$ cat src/rtl/board_move_writer_if.sv
// Move request / board status bundle between turn control, the board writer
// and the win decoder. The writer sits on the slave side; the requester is the master.
interface board_move_writer_if #(
  parameter int unsigned ROWS = 6,
  parameter int unsigned COLS = 7
);
  localparam int unsigned Cells = ROWS * COLS;

  logic             move_valid;
  logic             move_ready;
  logic [2:0]       move_col;
  logic             player_in;
  logic [Cells-1:0] player_register;
  logic [Cells-1:0] onoff_register;
  logic             done_valid;
  logic [2:0]       done_location;
  logic [2:0]       done_height;
  logic             done_player;
  logic             illegal;
  logic             board_full;

  modport master (
    output move_valid, move_col, player_in,
    input  move_ready, player_register, onoff_register, done_valid, done_location,
           done_height, done_player, illegal, board_full
  );

  modport slave (
    input  move_valid, move_col, player_in,
    output move_ready, player_register, onoff_register, done_valid, done_location,
           done_height, done_player, illegal, board_full
  );
endinterface

$ cat src/rtl/board_move_writer.sv
// Board writer: owns the onoff/player board registers, accepts one column drop at a
// time, scans the column bottom-up for the first free cell and writes the piece there.
// Optional feature macro: TURN_CHECK_EN (reject a move by the player who moved last).
module board_move_writer #(
  parameter int unsigned ROWS = 6,
  parameter int unsigned COLS = 7
) (
  input  logic                 clock_i,
  input  logic                 reset_i,
  input  logic                 clear_i,
  board_move_writer_if.slave   mv
);
  localparam int unsigned Cells = ROWS * COLS;
  localparam int unsigned IdxW  = 6;
  localparam logic [IdxW-1:0] RowsW = IdxW'(ROWS);
  localparam logic [2:0]      TopH  = 3'(ROWS - 1);

  localparam logic [2:0] StIdle   = 3'd0;
  localparam logic [2:0] StScan   = 3'd1;
  localparam logic [2:0] StWrite  = 3'd2;
  localparam logic [2:0] StDone   = 3'd3;
  localparam logic [2:0] StReject = 3'd4;

  logic [2:0]       state_q, state_d;
  logic [2:0]       height_q, height_d;
  logic [2:0]       col_q, col_d;
  logic             player_q, player_d;
  logic [Cells-1:0] onoff_q, onoff_d;
  logic [Cells-1:0] owner_q, owner_d;
  logic             done_valid_q;
  logic [2:0]       done_loc_q;
  logic [2:0]       done_h_q;
  logic             done_player_q;
  logic             illegal_q;
  logic             full_q;
  logic             accept;
  logic             bad_col;
  logic             turn_bad;
  logic [IdxW-1:0]  idx;

`ifdef TURN_CHECK_EN
  logic last_player_q, last_player_d;
  assign turn_bad = (mv.player_in == last_player_q);
`else
  assign turn_bad = 1'b0;
`endif

  assign mv.move_ready = (state_q == StIdle) & ~clear_i;
  assign accept        = mv.move_valid & mv.move_ready;
  assign bad_col       = (32'(mv.move_col) >= COLS);
  // Only meaningful in SCAN/WRITE, where col_q is known to be in range.
  assign idx           = IdxW'(col_q) * RowsW + IdxW'(height_q);

  // Next-state logic: FSM, scan height, latched request and board updates.
  always_comb begin
    state_d  = state_q;
    height_d = height_q;
    col_d    = col_q;
    player_d = player_q;
    onoff_d  = onoff_q;
    owner_d  = owner_q;
`ifdef TURN_CHECK_EN
    last_player_d = last_player_q;
`endif
    if (clear_i) begin
      state_d  = StIdle;
      height_d = 3'd0;
      onoff_d  = '0;
      owner_d  = '0;
`ifdef TURN_CHECK_EN
      last_player_d = 1'b1;
`endif
    end else begin
      case (state_q)
        StIdle: begin
          if (accept) begin
            col_d    = mv.move_col;
            player_d = mv.player_in;
            height_d = 3'd0;
            state_d  = (bad_col || turn_bad) ? StReject : StScan;
          end
        end
        StScan: begin
          if (!onoff_q[idx]) begin
            state_d = StWrite;
          end else if (height_q == TopH) begin
            state_d = StReject;
          end else begin
            height_d = height_q + 3'd1;
          end
        end
        StWrite: begin
          onoff_d[idx] = 1'b1;
          owner_d[idx] = player_q;
`ifdef TURN_CHECK_EN
          last_player_d = player_q;
`endif
          state_d = StDone;
        end
        StDone:   state_d = StIdle;
        StReject: state_d = StIdle;
        default:  state_d = StIdle;
      endcase
    end
  end

  // State registers; pulses are registered from DONE/REJECT so they follow those states.
  always_ff @(posedge clock_i or posedge reset_i) begin
    if (reset_i) begin
      state_q       <= StIdle;
      height_q      <= 3'd0;
      col_q         <= 3'd0;
      player_q      <= 1'b0;
      onoff_q       <= '0;
      owner_q       <= '0;
      done_valid_q  <= 1'b0;
      done_loc_q    <= 3'd0;
      done_h_q      <= 3'd0;
      done_player_q <= 1'b0;
      illegal_q     <= 1'b0;
      full_q        <= 1'b0;
`ifdef TURN_CHECK_EN
      last_player_q <= 1'b1;
`endif
    end else begin
      state_q      <= state_d;
      height_q     <= height_d;
      col_q        <= col_d;
      player_q     <= player_d;
      onoff_q      <= onoff_d;
      owner_q      <= owner_d;
      done_valid_q <= ~clear_i & (state_q == StDone);
      illegal_q    <= ~clear_i & (state_q == StReject);
      full_q       <= ~clear_i & (&onoff_q);
      if (!clear_i && state_q == StDone) begin
        done_loc_q    <= col_q;
        done_h_q      <= height_q;
        done_player_q <= player_q;
      end
`ifdef TURN_CHECK_EN
      last_player_q <= last_player_d;
`endif
    end
  end

  assign mv.onoff_register  = onoff_q;
  assign mv.player_register = owner_q;
  assign mv.done_valid      = done_valid_q;
  assign mv.done_location   = done_loc_q;
  assign mv.done_height     = done_h_q;
  assign mv.done_player     = done_player_q;
  assign mv.illegal         = illegal_q;
  assign mv.board_full      = full_q;
endmodule

$ cat src/flat_wrapper.sv
// flat-port wrapper written by rule: the top's interface ports become plain ports
module board_move_writer_flat 
#(
  parameter int unsigned ROWS = 6,
  parameter int unsigned COLS = 7
)
  (clock_i, reset_i, clear_i, mv_move_valid, mv_move_col, mv_player_in, mv_move_ready, mv_player_register, mv_onoff_register, mv_done_valid, mv_done_location, mv_done_height, mv_done_player, mv_illegal, mv_board_full);
  board_move_writer_if #(.ROWS(ROWS), .COLS(COLS)) mv_i ();
  input  logic clock_i;
  input  logic reset_i;
  input  logic clear_i;
  input wire logic [$bits(mv_i.move_valid)-1:0] mv_move_valid;
  input wire logic [$bits(mv_i.move_col)-1:0] mv_move_col;
  input wire logic [$bits(mv_i.player_in)-1:0] mv_player_in;
  output wire logic [$bits(mv_i.move_ready)-1:0] mv_move_ready;
  output wire logic [$bits(mv_i.player_register)-1:0] mv_player_register;
  output wire logic [$bits(mv_i.onoff_register)-1:0] mv_onoff_register;
  output wire logic [$bits(mv_i.done_valid)-1:0] mv_done_valid;
  output wire logic [$bits(mv_i.done_location)-1:0] mv_done_location;
  output wire logic [$bits(mv_i.done_height)-1:0] mv_done_height;
  output wire logic [$bits(mv_i.done_player)-1:0] mv_done_player;
  output wire logic [$bits(mv_i.illegal)-1:0] mv_illegal;
  output wire logic [$bits(mv_i.board_full)-1:0] mv_board_full;
  assign mv_i.move_valid = mv_move_valid;
  assign mv_i.move_col = mv_move_col;
  assign mv_i.player_in = mv_player_in;
  assign mv_move_ready = mv_i.move_ready;
  assign mv_player_register = mv_i.player_register;
  assign mv_onoff_register = mv_i.onoff_register;
  assign mv_done_valid = mv_i.done_valid;
  assign mv_done_location = mv_i.done_location;
  assign mv_done_height = mv_i.done_height;
  assign mv_done_player = mv_i.done_player;
  assign mv_illegal = mv_i.illegal;
  assign mv_board_full = mv_i.board_full;
  board_move_writer #(.ROWS(ROWS), .COLS(COLS)) u_core (.clock_i(clock_i), .reset_i(reset_i), .clear_i(clear_i), .mv(mv_i));
endmodule
$ cat config.mk
export PLATFORM = sky130hd
export DESIGN_NAME = board_move_writer_flat
export DESIGN_NICKNAME = d
export VERILOG_FILES = /design/src/rtl/board_move_writer_if.sv /design/src/rtl/board_move_writer.sv /design/src/flat_wrapper.sv
export SDC_FILE = /design/constraint.sdc
export NUM_CORES = 1
export LEC_CHECK = 0
export ABC_AREA = 1
export CAP_MARGIN = 0
export CORE_MARGIN = 2
export CORE_UTILIZATION = 30
export CTS_CLUSTER_DIAMETER = 40
export DETAILED_ROUTE_END_ITERATION = 8
export PLACE_DENSITY = 0.59
export SYNTH_ARGS = -nofsm -noshare
export SYNTH_HDL_FRONTEND = slang
export SYNTH_SLANG_ARGS = --single-unit
$ cat constraint.sdc
create_clock -name clock_i -period 5.6 [get_ports clock_i]
set_input_delay 1.12 -clock clock_i [delete_from_list [all_inputs] [get_ports clock_i]]
set_output_delay 1.12 -clock clock_i [all_outputs]
set_load 0.02 [all_outputs]
==> flow_metrics.env <==
export IMPL_port_buffers=102
export IMPL_hp_class="reg -> reg"
export IMPL_die_area_um2=18100
export IMPL_path_clk_slew_ns=0.07
export IMPL_first_pass_iters=7
export IMPL_relSlewSlack=0.440
export IMPL_synth_top_area_share=0.509
export IMPL_synthMuxAreaShare=0.00220
export IMPL_outcome="complete, no violations"
export IMPL_grt_overflow_total=0
export IMPL_avgSynthCellArea_um2=8.25
export IMPL_cp_top_family="buffers and inverters"
export IMPL_maxCapViolCount=0
export IMPL_synth_flop_cell="dfrtp_1"
export IMPL_max_stage_delay_ns=0.62
export IMPL_num_rows=47
export IMPL_place_congestion=0.861
export IMPL_synth_top_family_by_area="simple AND/OR/NAND/NOR gates"
export IMPL_vias_per_cell=4.75
export IMPL_synth_compound_area_share=0.151
export IMPL_cts_buffers=9
export IMPL_clockRootBuffer="clkbuf_16"
export IMPL_htree_levels=3
export IMPL_drt_iter0_drc=284
export IMPL_synth_edff_count=0
export IMPL_ys_async_sr_fraction=1.00
export IMPL_area_delta_synth_final_pct=30.8
export IMPL_nNetsFinal=736
export IMPL_cp_slowest_cell="clkdlybuf4s50_1"
export IMPL_rsz0062_at_grt="false"
export IMPL_post_route_period_util=0.646
export IMPL_hpwl_mm=10.8
export IMPL_initial_core_util=0.307
export IMPL_vias=4480
export IMPL_synthSimpleGateAreaFrac=0.198
export IMPL_hold_slack_ns=0.486
export IMPL_die_y_um=135
export IMPL_ys_warn_count=0
export IMPL_finalCriticalPeriod_ns=3.62
export IMPL_max_freq_ghz=0.277
export IMPL_drive_gt1_frac=0.0622
export IMPL_crit_chain="clkdlybuf4s50_1 -> nor2_1 -> inv_1 -> nor2_1 -> clkdlybuf4s50_1"
export IMPL_setup_violations=0
export IMPL_cts_hold_buf=0
export IMPL_clock_latency_ns=0.36
export IMPL_power_per_cell_area_nw_per_um2=419
export IMPL_yosysUniqueCellTypes=33
export IMPL_grt_max_degree=68
export IMPL_diodes=0
export IMPL_grt_pass1_vias=4367
export IMPL_synth_top_area_cell="dfrtp_1"
export IMPL_clk_path_buf_depth=2
export IMPL_yosysSeqAreaShare=0.509
export IMPL_synthTopCellsByArea="dfrtp_1 (51%), nand2_1 (9.0%), a21oi_1 (9.0%)"
export IMPL_leakage_nw=2.73
export IMPL_synth_xor_area_share=0.0225
export IMPL_crit_arrival_ns=2.50
export IMPL_crit_buf_inv=3
export IMPL_vdd_drop_max_v=0.000236
export IMPL_rrSetupSlack_ns=2.33
export IMPL_core_region_area_um2=16600
export IMPL_skew_ns=0.00859
export IMPL_yosys_register_bits=104
export IMPL_grt_pass1_wl_mm=23.7
export IMPL_syn_area_um2=5120
export IMPL_final_hold_viol_count=0
export IMPL_postCtsSetupBuffers=0
export IMPL_final_common_cell="nand2_1"
export IMPL_track_usage=0.171
export IMPL_cts_resized=0
export IMPL_drc=0
export IMPL_most_common_layout_cells="nand2_1 (123), dfrtp_1 (104), clkdlybuf4s50_1 (102)"
export IMPL_synthAdderAreaFrac=0.0249
export IMPL_tightest_slew_ns=0.841
export IMPL_syn_inst=620
export IMPL_worstSetupPathType="in -> out"
export IMPL_wl_per_cell_um=15.7
export IMPL_finalMaxSlewViolations=0
export IMPL_startpoint_type="input pin"
export IMPL_syn_nets=637
export IMPL_critPathMaxFanout=3
export IMPL_worstSetupEndpointType="output port"
export IMPL_antenna_found_initial=0
export IMPL_cts_sinks=104
export IMPL_fin_tns_setup_ns=0
export IMPL_wl_mm=14.8
export IMPL_antenna_left=0
export IMPL_pin_count=103
export IMPL_fp_dieW_um=135
export IMPL_cts_tree="built"
export IMPL_cp_data_required_time_ns=4.48
[worst min-delay path: stages, from the launching register on]
cell and delay (ns):
dfrtp_1 0.35, nand2_1 0.05, nand2_1 0.05
[through the flow]
step / worst slack (ns) / power [mW] / std cells / instance area, um^2 / utilization
6_report: 1.98 / 2.81 / 943 / 6690 / 0.402
3_3_place_gp: 1.98 / 2.12 / 928 / 6370 / 0.383
3_5_place_dp: 1.98 / 2.13 / 928 / 6370 / 0.383
4_1_cts: 1.96 / 2.83 / 943 / 6690 / 0.402
5_1_grt: 1.92 / 2.99 / 943 / 6690 / 0.402
2_1_floorplan: 1.75 / 1.80 / 620 / 5120 / -
[area by class of cell]
class	instances	area (um^2)
repair buffers	107	1060
clock inverters	3	65.1
multi-input cells	393	2040
well taps	220	275
clock buffers	12	256
inverters	104	393
flip-flops and latches	104	2600
fillers	1701	9950
[per-layer routing]
metal	part of all wire	up-vias	track usage
li1	-	2184	-
met1	0.45	2112	0.235
met2	0.46	158	0.268
met3	0.065	26	0.0379
met4	0.020	0	0.0556
met5	0	-	0
[sequential cells by signal, summed over array words and instances (netlist names)]
name,cells
u_core.height_q,3
u_core.mv.done_location,3
u_core.player_q,1
u_core.state_q,3
u_core.mv.done_player,1
u_core.col_q,3
u_core.mv.illegal,1
u_core.mv.done_height,3
u_core.mv.onoff_register,42
u_core.mv.player_register,42
u_core.mv.done_valid,1
u_core.mv.board_full,1
[cells by family (layout without fill, tap and decap cells)]
logic type	Yosys count	after routing
AND/OR/NAND/NOR	226	226
AO/OA/AOI/OAI	152	152
buffers and inverters	123	226
flip-flops	104	104
adder cells (fa/ha/maj)	9	9
XOR/XNOR	5	5
multiplexers	1	1
[Yosys cell counts, types with 2 or more instances]
master,count
nand3_1,24
nor3_1,5
nand2_2,3
clkbuf_1,13
dfrtp_1,104
ha_1,7
buf_2,4
o21ai_0,47
nand4_1,3
nor3_4,4
nor2_1,47
inv_2,5
fa_1,2
xnor2_4,3
a21oi_1,92
inv_1,98
xor2_2,2
nor4_1,10
o21ai_1,5
nor2_2,3
o22ai_1,5
nand2_1,123
[worst paths after layout]
check / startpoint / endpoint / depth (start not counted)
min: u_core.mv.done_location[0]$_DFFE_PP0P_ / u_core.mv.done_location[0]$_DFFE_PP0P_ / 2
max reg2reg: u_core.col_q[0]$_DFFE_PP0P_ / u_core.mv.player_register[16]$_DFFE_PP0P_ / 10
max: clear_i / mv_move_ready / 5
max in group asynchronous: reset_i / u_core.mv.onoff_register[22]$_DFFE_PP0P_ / 3
min reg2reg: u_core.mv.done_location[0]$_DFFE_PP0P_ / u_core.mv.done_location[0]$_DFFE_PP0P_ / 2
min in group asynchronous: reset_i / u_core.mv.done_location[1]$_DFFE_PP0P_ / 2
[report_power, final]
group	internal, mW	switching, mW	total (mW)	leakage [nW]
combinational	0.410	0.836	1.25	1.15
clock	0.413	0.279	0.692	0.159
sequential	0.816	0.0531	0.869	1.43
Note: power is estimated with default switching activity, not from simulation.
